File: src/rtl/v_mem_port_arbiter_if.sv
// Bundle of every signal crossing the shared data-memory port arbiter.
// The arbiter connects through the slave modport. The scalar core, the
// vector core load/store units and the data memory connect through the
// master modport, seen from outside the arbiter.
interface v_mem_port_arbiter_if #(
  parameter int DATA_WIDTH = 32,
  parameter int ADDR_WIDTH = 32
);

  // Scalar core load/store path
  logic                  s_load_req_i;
  logic                  s_store_req_i;
  logic [ADDR_WIDTH-1:0] s_addr_i;
  logic [DATA_WIDTH-1:0] s_wdata_i;
  logic                  s_gnt_o;
  logic                  s_stall_o;
  logic [DATA_WIDTH-1:0] s_rdata_o;
  logic                  s_rvalid_o;

  // Vector core load unit
  logic                  vl_req_i;
  logic [ADDR_WIDTH-1:0] vl_addr_i;
  logic                  vl_gnt_o;
  logic [DATA_WIDTH-1:0] vl_rdata_o;
  logic                  vl_rvalid_o;

  // Vector core store unit
  logic                  vs_req_i;
  logic [ADDR_WIDTH-1:0] vs_addr_i;
  logic [DATA_WIDTH-1:0] vs_wdata_i;
  logic                  vs_gnt_o;

  // Vector core drain flags
  logic                  all_v_stores_executed_i;
  logic                  all_v_loads_executed_i;

  // Data memory port
  logic                  mem_re_o;
  logic                  mem_we_o;
  logic [ADDR_WIDTH-1:0] mem_addr_o;
  logic [DATA_WIDTH-1:0] mem_wdata_o;
  logic [DATA_WIDTH-1:0] mem_rdata_i;

  // Arbiter side
  modport slave (
    input  s_load_req_i, s_store_req_i, s_addr_i, s_wdata_i,
    output s_gnt_o, s_stall_o, s_rdata_o, s_rvalid_o,
    input  vl_req_i, vl_addr_i,
    output vl_gnt_o, vl_rdata_o, vl_rvalid_o,
    input  vs_req_i, vs_addr_i, vs_wdata_i,
    output vs_gnt_o,
    input  all_v_stores_executed_i, all_v_loads_executed_i,
    output mem_re_o, mem_we_o, mem_addr_o, mem_wdata_o,
    input  mem_rdata_i
  );

  // Requesters and memory side
  modport master (
    output s_load_req_i, s_store_req_i, s_addr_i, s_wdata_i,
    input  s_gnt_o, s_stall_o, s_rdata_o, s_rvalid_o,
    output vl_req_i, vl_addr_i,
    input  vl_gnt_o, vl_rdata_o, vl_rvalid_o,
    output vs_req_i, vs_addr_i, vs_wdata_i,
    input  vs_gnt_o,
    output all_v_stores_executed_i, all_v_loads_executed_i,
    input  mem_re_o, mem_we_o, mem_addr_o, mem_wdata_o,
    output mem_rdata_i
  );

endinterface

File: src/rtl/v_mem_port_arbiter.sv
// Arbiter for the single data-memory port shared by the scalar load/store
// path, the vector load unit and the vector store unit.
// - Scalar accesses wait for the vector core to drain (loads wait for vector
//   stores, stores wait for both vector loads and stores).
// - Scalar normally wins; after MAX_WAIT consecutive denied vector cycles the
//   vector side gets top priority for one grant.
// - Vector load and store are round-robined against each other.
// - Read data returns one cycle after the grant, steered by a registered
//   owner tag; stores produce no response.
module v_mem_port_arbiter #(
  parameter int DATA_WIDTH = 32,
  parameter int ADDR_WIDTH = 32,
  parameter int MAX_WAIT   = 4
) (
  input logic                 clk,
  input logic                 reset,
  v_mem_port_arbiter_if.slave bus
);

  localparam int CNT_W = $clog2(MAX_WAIT + 1);
  localparam logic [CNT_W-1:0]      WAIT_MAX  = CNT_W'(MAX_WAIT);
  localparam logic [DATA_WIDTH-1:0] DATA_ZERO = '0;
  localparam logic [ADDR_WIDTH-1:0] ADDR_ZERO = '0;

  // Round-robin memory of the last vector unit served
  localparam logic RR_VL = 1'b0;
  localparam logic RR_VS = 1'b1;

  // Who owns the read data returning this cycle
  typedef enum logic [1:0] {
    OWN_NONE = 2'd0,
    OWN_S    = 2'd1,
    OWN_VL   = 2'd2
  } owner_e;

  // Winner of the port in the current cycle
  typedef enum logic [2:0] {
    WIN_NONE = 3'd0,
    WIN_SL   = 3'd1,
    WIN_SS   = 3'd2,
    WIN_VL   = 3'd3,
    WIN_VS   = 3'd4
  } win_e;

  owner_e           rd_owner_q, rd_owner_d;
  logic             rr_last_q,  rr_last_d;
  logic [CNT_W-1:0] wait_cnt_q, wait_cnt_d;

  win_e win;
  win_e vec_win;
  win_e sca_win;

  logic s_load_ok;
  logic s_store_ok;
  logic v_any;
  logic v_gnt;
  logic starve;

  // A load only has to wait for vector stores; a store must also let vector
  // loads finish so it cannot overwrite data they have not yet read. A
  // simultaneous load and store request is illegal; the load is taken.
  assign s_load_ok  = bus.s_load_req_i & bus.all_v_stores_executed_i;
  assign s_store_ok = ~bus.s_load_req_i & bus.s_store_req_i
                    & bus.all_v_stores_executed_i & bus.all_v_loads_executed_i;

  assign v_any  = bus.vl_req_i | bus.vs_req_i;
  assign v_gnt  = (win == WIN_VL) || (win == WIN_VS);
  assign starve = (wait_cnt_q == WAIT_MAX);

  // State register: read owner tag, round-robin pointer, starvation counter
  // NOTE: registered state is assigned with non-blocking (<=) so every flop
  // samples the pre-edge values regardless of statement order.
  always_ff @(posedge clk or posedge reset) begin
    if (reset) begin
      rd_owner_q <= OWN_NONE;
      rr_last_q  <= RR_VS;
      wait_cnt_q <= '0;
    end else begin
      rd_owner_q <= rd_owner_d;
      rr_last_q  <= rr_last_d;
      wait_cnt_q <= wait_cnt_d;
    end
  end

  // Arbitration: pick the single winner from requests and registered state
  // NOTE: every variable gets a default at the top of a combinational block,
  // so no path leaves it unassigned and no latch is inferred.
  always_comb begin
    vec_win = WIN_NONE;
    sca_win = WIN_NONE;
    win     = WIN_NONE;

    if (bus.vl_req_i && bus.vs_req_i) begin
      vec_win = (rr_last_q == RR_VS) ? WIN_VL : WIN_VS;
    end else if (bus.vl_req_i) begin
      vec_win = WIN_VL;
    end else if (bus.vs_req_i) begin
      vec_win = WIN_VS;
    end

    if (s_load_ok) begin
      sca_win = WIN_SL;
    end else if (s_store_ok) begin
      sca_win = WIN_SS;
    end

    if (reset) begin
      win = WIN_NONE;
    end else if (starve && (vec_win != WIN_NONE)) begin
      win = vec_win;
    end else if (sca_win != WIN_NONE) begin
      win = sca_win;
    end else begin
      win = vec_win;
    end
  end

  // Next state: tag the read owner, advance round-robin, update wait counter
  always_comb begin
    rd_owner_d = OWN_NONE;
    rr_last_d  = rr_last_q;
    wait_cnt_d = wait_cnt_q;

    case (win)
      WIN_SL:  rd_owner_d = OWN_S;
      WIN_VL:  rd_owner_d = OWN_VL;
      default: rd_owner_d = OWN_NONE;
    endcase

    if (win == WIN_VL) begin
      rr_last_d = RR_VL;
    end else if (win == WIN_VS) begin
      rr_last_d = RR_VS;
    end

    // Counts consecutive cycles a vector request is pending and denied;
    // saturates at MAX_WAIT, which is the starvation threshold.
    if (v_gnt || !v_any) begin
      wait_cnt_d = '0;
    end else if (!starve) begin
      wait_cnt_d = wait_cnt_q + CNT_W'(1);
    end
  end

  // Outputs: grants, memory command, stall and read-data steering
  always_comb begin
    bus.s_gnt_o     = 1'b0;
    bus.vl_gnt_o    = 1'b0;
    bus.vs_gnt_o    = 1'b0;
    bus.mem_re_o    = 1'b0;
    bus.mem_we_o    = 1'b0;
    bus.mem_addr_o  = ADDR_ZERO;
    bus.mem_wdata_o = DATA_ZERO;

    case (win)
      WIN_SL: begin
        bus.s_gnt_o    = 1'b1;
        bus.mem_re_o   = 1'b1;
        bus.mem_addr_o = bus.s_addr_i;
      end
      WIN_SS: begin
        bus.s_gnt_o     = 1'b1;
        bus.mem_we_o    = 1'b1;
        bus.mem_addr_o  = bus.s_addr_i;
        bus.mem_wdata_o = bus.s_wdata_i;
      end
      WIN_VL: begin
        bus.vl_gnt_o   = 1'b1;
        bus.mem_re_o   = 1'b1;
        bus.mem_addr_o = bus.vl_addr_i;
      end
      WIN_VS: begin
        bus.vs_gnt_o    = 1'b1;
        bus.mem_we_o    = 1'b1;
        bus.mem_addr_o  = bus.vs_addr_i;
        bus.mem_wdata_o = bus.vs_wdata_i;
      end
      default: ;
    endcase

    bus.s_stall_o = (bus.s_load_req_i | bus.s_store_req_i)
                  & ~((win == WIN_SL) || (win == WIN_SS));

    // Read data is steered to whichever requester owned last cycle's read;
    // the other requester sees zero.
    bus.s_rvalid_o  = (rd_owner_q == OWN_S);
    bus.vl_rvalid_o = (rd_owner_q == OWN_VL);
    bus.s_rdata_o   = (rd_owner_q == OWN_S)  ? bus.mem_rdata_i : DATA_ZERO;
    bus.vl_rdata_o  = (rd_owner_q == OWN_VL) ? bus.mem_rdata_i : DATA_ZERO;
  end

endmodule
File: src/flat_wrapper.sv
// flat-port wrapper written by rule: the top's interface ports become plain ports
module v_mem_port_arbiter_flat 
#(
  parameter int DATA_WIDTH = 32,
  parameter int ADDR_WIDTH = 32,
  parameter int MAX_WAIT   = 4
)
  (clk, reset, bus_s_load_req_i, bus_s_store_req_i, bus_s_addr_i, bus_s_wdata_i, bus_s_gnt_o, bus_s_stall_o, bus_s_rdata_o, bus_s_rvalid_o, bus_vl_req_i, bus_vl_addr_i, bus_vl_gnt_o, bus_vl_rdata_o, bus_vl_rvalid_o, bus_vs_req_i, bus_vs_addr_i, bus_vs_wdata_i, bus_vs_gnt_o, bus_all_v_stores_executed_i, bus_all_v_loads_executed_i, bus_mem_re_o, bus_mem_we_o, bus_mem_addr_o, bus_mem_wdata_o, bus_mem_rdata_i);
  v_mem_port_arbiter_if #(.DATA_WIDTH(DATA_WIDTH), .ADDR_WIDTH(ADDR_WIDTH)) bus_i ();
  input logic clk;
  input logic reset;
  input wire logic [$bits(bus_i.s_load_req_i)-1:0] bus_s_load_req_i;
  input wire logic [$bits(bus_i.s_store_req_i)-1:0] bus_s_store_req_i;
  input wire logic [$bits(bus_i.s_addr_i)-1:0] bus_s_addr_i;
  input wire logic [$bits(bus_i.s_wdata_i)-1:0] bus_s_wdata_i;
  output wire logic [$bits(bus_i.s_gnt_o)-1:0] bus_s_gnt_o;
  output wire logic [$bits(bus_i.s_stall_o)-1:0] bus_s_stall_o;
  output wire logic [$bits(bus_i.s_rdata_o)-1:0] bus_s_rdata_o;
  output wire logic [$bits(bus_i.s_rvalid_o)-1:0] bus_s_rvalid_o;
  input wire logic [$bits(bus_i.vl_req_i)-1:0] bus_vl_req_i;
  input wire logic [$bits(bus_i.vl_addr_i)-1:0] bus_vl_addr_i;
  output wire logic [$bits(bus_i.vl_gnt_o)-1:0] bus_vl_gnt_o;
  output wire logic [$bits(bus_i.vl_rdata_o)-1:0] bus_vl_rdata_o;
  output wire logic [$bits(bus_i.vl_rvalid_o)-1:0] bus_vl_rvalid_o;
  input wire logic [$bits(bus_i.vs_req_i)-1:0] bus_vs_req_i;
  input wire logic [$bits(bus_i.vs_addr_i)-1:0] bus_vs_addr_i;
  input wire logic [$bits(bus_i.vs_wdata_i)-1:0] bus_vs_wdata_i;
  output wire logic [$bits(bus_i.vs_gnt_o)-1:0] bus_vs_gnt_o;
  input wire logic [$bits(bus_i.all_v_stores_executed_i)-1:0] bus_all_v_stores_executed_i;
  input wire logic [$bits(bus_i.all_v_loads_executed_i)-1:0] bus_all_v_loads_executed_i;
  output wire logic [$bits(bus_i.mem_re_o)-1:0] bus_mem_re_o;
  output wire logic [$bits(bus_i.mem_we_o)-1:0] bus_mem_we_o;
  output wire logic [$bits(bus_i.mem_addr_o)-1:0] bus_mem_addr_o;
  output wire logic [$bits(bus_i.mem_wdata_o)-1:0] bus_mem_wdata_o;
  input wire logic [$bits(bus_i.mem_rdata_i)-1:0] bus_mem_rdata_i;
  assign bus_i.s_load_req_i = bus_s_load_req_i;
  assign bus_i.s_store_req_i = bus_s_store_req_i;
  assign bus_i.s_addr_i = bus_s_addr_i;
  assign bus_i.s_wdata_i = bus_s_wdata_i;
  assign bus_s_gnt_o = bus_i.s_gnt_o;
  assign bus_s_stall_o = bus_i.s_stall_o;
  assign bus_s_rdata_o = bus_i.s_rdata_o;
  assign bus_s_rvalid_o = bus_i.s_rvalid_o;
  assign bus_i.vl_req_i = bus_vl_req_i;
  assign bus_i.vl_addr_i = bus_vl_addr_i;
  assign bus_vl_gnt_o = bus_i.vl_gnt_o;
  assign bus_vl_rdata_o = bus_i.vl_rdata_o;
  assign bus_vl_rvalid_o = bus_i.vl_rvalid_o;
  assign bus_i.vs_req_i = bus_vs_req_i;
  assign bus_i.vs_addr_i = bus_vs_addr_i;
  assign bus_i.vs_wdata_i = bus_vs_wdata_i;
  assign bus_vs_gnt_o = bus_i.vs_gnt_o;
  assign bus_i.all_v_stores_executed_i = bus_all_v_stores_executed_i;
  assign bus_i.all_v_loads_executed_i = bus_all_v_loads_executed_i;
  assign bus_mem_re_o = bus_i.mem_re_o;
  assign bus_mem_we_o = bus_i.mem_we_o;
  assign bus_mem_addr_o = bus_i.mem_addr_o;
  assign bus_mem_wdata_o = bus_i.mem_wdata_o;
  assign bus_i.mem_rdata_i = bus_mem_rdata_i;
  v_mem_port_arbiter #(.DATA_WIDTH(DATA_WIDTH), .ADDR_WIDTH(ADDR_WIDTH), .MAX_WAIT(MAX_WAIT)) u_core (.clk(clk), .reset(reset), .bus(bus_i));
endmodule
File: config.mk
export PLATFORM = sky130hd
export DESIGN_NAME = v_mem_port_arbiter_flat
export DESIGN_NICKNAME = d
export VERILOG_FILES = /design/src/rtl/v_mem_port_arbiter_if.sv /design/src/rtl/v_mem_port_arbiter.sv /design/src/flat_wrapper.sv
export SDC_FILE = /design/constraint.sdc
export NUM_CORES = 1
export LEC_CHECK = 0
export ABC_AREA = 1
export CORE_AREA = 10 10 121 123
export CTS_CLUSTER_DIAMETER = 40
export DETAILED_ROUTE_END_ITERATION = 8
export DIE_AREA = 0 0 131 133
export HOLD_SLACK_MARGIN = 0.03
export PLACE_DENSITY = 0.67
export REMOVE_ABC_BUFFERS = 1
export SYNTH_ARGS = -nofsm -noshare
export SYNTH_HDL_FRONTEND = slang
export SYNTH_SLANG_ARGS = --single-unit
File: constraint.sdc
create_clock -name clk -period 2 [get_ports clk]
set_input_delay 0.6 -clock clk [delete_from_list [all_inputs] [get_ports clk]]
set_output_delay 0.6 -clock clk [all_outputs]
set_load 0.01 [all_outputs]
==> metrics <==
f_max=0.376 GHz; post-synthesis register bit count=6; pin count of the biggest net entering global routing=34; R2R Setup Slk=0.09 ns; Synth Flop Type=dfrtp_1; Critical Path RT=1.40 ns; buffers added on ports=335; FP Rows=41; final WL=17.9 mm; final setup margin=-0.662 ns; initial core utilization=16.2%; CP Launch Point=bus_s_load_req_i; Post-synth ARST share=100%; synth cell count leaders=nand2_1 (139), inv_1 (77), nor2_1 (71), nand3_1 (35), o21ai_1 (25); pwr dens=431 nW/µm²; leading area contributor after synthesis=nand2_1; Max Transition Viols Final=0; Tmin final=2.66 ns; # setup viols final=70; reg2reg end=u_core.wait_cnt_q[2]$_DFFE_PP0P_; clk sinks=6; NumNets Final=1003; post-layout util=55.5%; P_leak=3.79 nW; vias in the first global route=4130; Post-route DRC=0; failing checks=setup timing; DPL Wire Length=13.1 mm; Startpoint Class=input port; DR vias/cell=4.23; Final Hold Viols=0; Data arrival, critical path=2.06 ns; die width=131 µm; MaxCap Viol Count=0; gr ovfl total=0; H-tree depth=1; gpl congestion=0.891; clock-pin slew on the worst setup and hold paths=0.03 ns; routed length per instance=18.4 µm; CTS buffer count=3; Post-Place Cell Area=5740 µm²; via count=4107; WS Path Type=input port to output port; Synth Warn #=0; outcome=complete, but fails checks; crit path max fanout=4; VDD IR max=0.248 mV; hold path start=u_core.rr_last_q$_DFFE_PP1P_; critical path endpoint=bus_mem_addr_o[9]; Post-synth EDFFs=0; RSZ-0062 raised after global routing=yes; clock tree buffer depth=2; most frequent cell after synthesis=nand2_1; 1st-pass router iterations=4; Ant. Diodes=0; Finished Layout Cells=972; antenna violations before repair=0; Die Ht=133 µm; GRT Util Overall=17.3%; Syn Std Cell Area=2010 µm²; dpl ws=-1.47 ns; placed cell count=923; Unique masters post-synth=28; Core Region=12400 µm²; first-pass GRT wire length=23.8 mm; # IOs=336; layout cell share with drive strength beyond 1=50.0%; Worst Clk Skew=0.00375 ns; initial DRC count=120; Post-CTS Hold Buffers=0; Critical R2R Launch=u_core.rr_last_q$_DFFE_PP1P_; Least-Margin Pin Slew=0.306 ns; Tcrit/Tclk final=133%; Worst R2R Path Depth=14; CTS tree=done; Avg Inst Size Synth=4.86 µm²; Synth Instances=413; Yosys top cell area share=26.0%; synth top area cells=nand2_1 (26%), inv_1 (14%), nor2_1 (13%), nand3_1 (8.7%), dfrtp_1 (6.2%); Design Area, Final=6860 µm²; Pwr Total=0.00296 W; root buf cell=clkbuf_16; Antenna Violating Nets Remaining=0; worst hold path type=register to register; Slew headroom=79.6%; Seq/Total Area, Yosys=7.55%; CP Capture Type=output port; Skew-Pair Late Insertion Delay=0.23 ns; Synth-to-Final Area Change=242%; Die ar.=17400 µm²
==> cell usage in the layout (no fill, tap or decap), types with 3 or more instances in the layout <==
| master | Yosys | layout |
|---|---|---|
| buf_12 | 0 | 14 |
| buf_16 | 0 | 6 |
| buf_2 | 3 | 96 |
| buf_4 | 4 | 28 |
| buf_6 | 8 | 59 |
| clkbuf_16 | 0 | 8 |
| clkdlybuf4s50_1 | 0 | 190 |
| dfrtp_1 | 5 | 5 |
| dlymetal6s2s_1 | 0 | 3 |
| inv_1 | 77 | 68 |
| inv_2 | 3 | 10 |
| nand2_1 | 139 | 62 |
| nand2_2 | 6 | 43 |
| nand2_4 | 3 | 43 |
| nand3_2 | 1 | 33 |
| nand3_4 | 0 | 3 |
| nor2_1 | 71 | 63 |
| nor2_2 | 0 | 7 |
| o21ai_0 | 10 | 3 |
| o21ai_2 | 0 | 30 |
==> registers in the layout (all words and copies together), names as in the netlist <==
| register | cells |
|---|---|
| u_core.wait_cnt_q | 3 |
| u_core.rd_owner_q | 2 |
| u_core.rr_last_q | 1 |
==> metal layers <==
metal / vias to the layer above / share of wire, % / GRT usage (%)
li1: 2003 / - / -
met1: 1842 / 35 / 17.2
met2: 244 / 52 / 32.4
met3: 18 / 12 / 6.71
met4: 0 / 1.6 / 3.89
met5: - / 0 / 0
==> power by group <==
part	internal, W	switching, W	total (W)
Combinational	0.00133	0.00110	0.00244
Clock	0.000265	0.0000699	0.000334
Sequential	0.000161	0.0000204	0.000182
Total	0.00176	0.00119	0.00296
==> cells by family (layout without fill, tap and decap cells) <==
logic type / count (synthesis) / after routing / synth area share [%]
flops: 6 / 6 / 7.55
buf+inv: 103 / 490 / 23.2
compound gates: 39 / 39 / 10.0
simple gates: 263 / 263 / 58.0
fa+ha+maj: 2 / 2 / 1.25
==> critical path: stages <==
cell and delay, ns:
buf_4 0.14, inv_2 0.06, nand2_1 0.07, nor2_2 0.16, a21oi_4 0.05, inv_2 0.08
buf_6 0.11, nand4_4 0.13, nand2_4 0.16, buf_6 0.13, buf_6 0.13, nand2_4 0.05
nand3_2 0.07, buf_6 0.11
==> cell type report <==
| cell class | instances | area (µm²) |
|---|---|---|
| Clock buffer | 4 | 78.8 |
| Fill cell | 1095 | 5510 |
| Inverter | 81 | 314 |
| Multi-Input combinational cell | 304 | 2180 |
| Sequential cell | 6 | 151 |
| Tap cell | 172 | 215 |
| Timing Repair Buffer | 405 | 3910 |
==> timing repair <==
action                     4_1_cts  5_1_grt
pin swaps                       30       53
setup endpoints to repair      135       90
cloned                           9        6
buffers inserted                36        9
gates resized for setup        705      183
==> stage by stage <==
stage,TNS [ns],hold slack [ns]
6_report,-40.40,0.589
5_1_grt,-45.16,0.626
4_1_cts,-40.92,0.588
3_5_place_dp,-110.30,0.609
3_3_place_gp,-108.97,0.584
2_1_floorplan,-30.98,0.406
==> worst min-delay path by stage <==
stage	cells after the start	endpoint	slack [ns]
CTS	3	u_core.rr_last_q$_DFFE_PP1P_	0.59
detailed placement	2	u_core.wait_cnt_q[2]$_DFFE_PP0P_	0.61
floorplan	1	u_core.rd_owner_q[0]$_DFF_PP0_	0.41
finish	3	u_core.rr_last_q$_DFFE_PP1P_	0.59
global placement	2	u_core.wait_cnt_q[2]$_DFFE_PP0P_	0.58
global route	3	u_core.rr_last_q$_DFFE_PP1P_	0.63
Power figures use the tool's default switching activity.
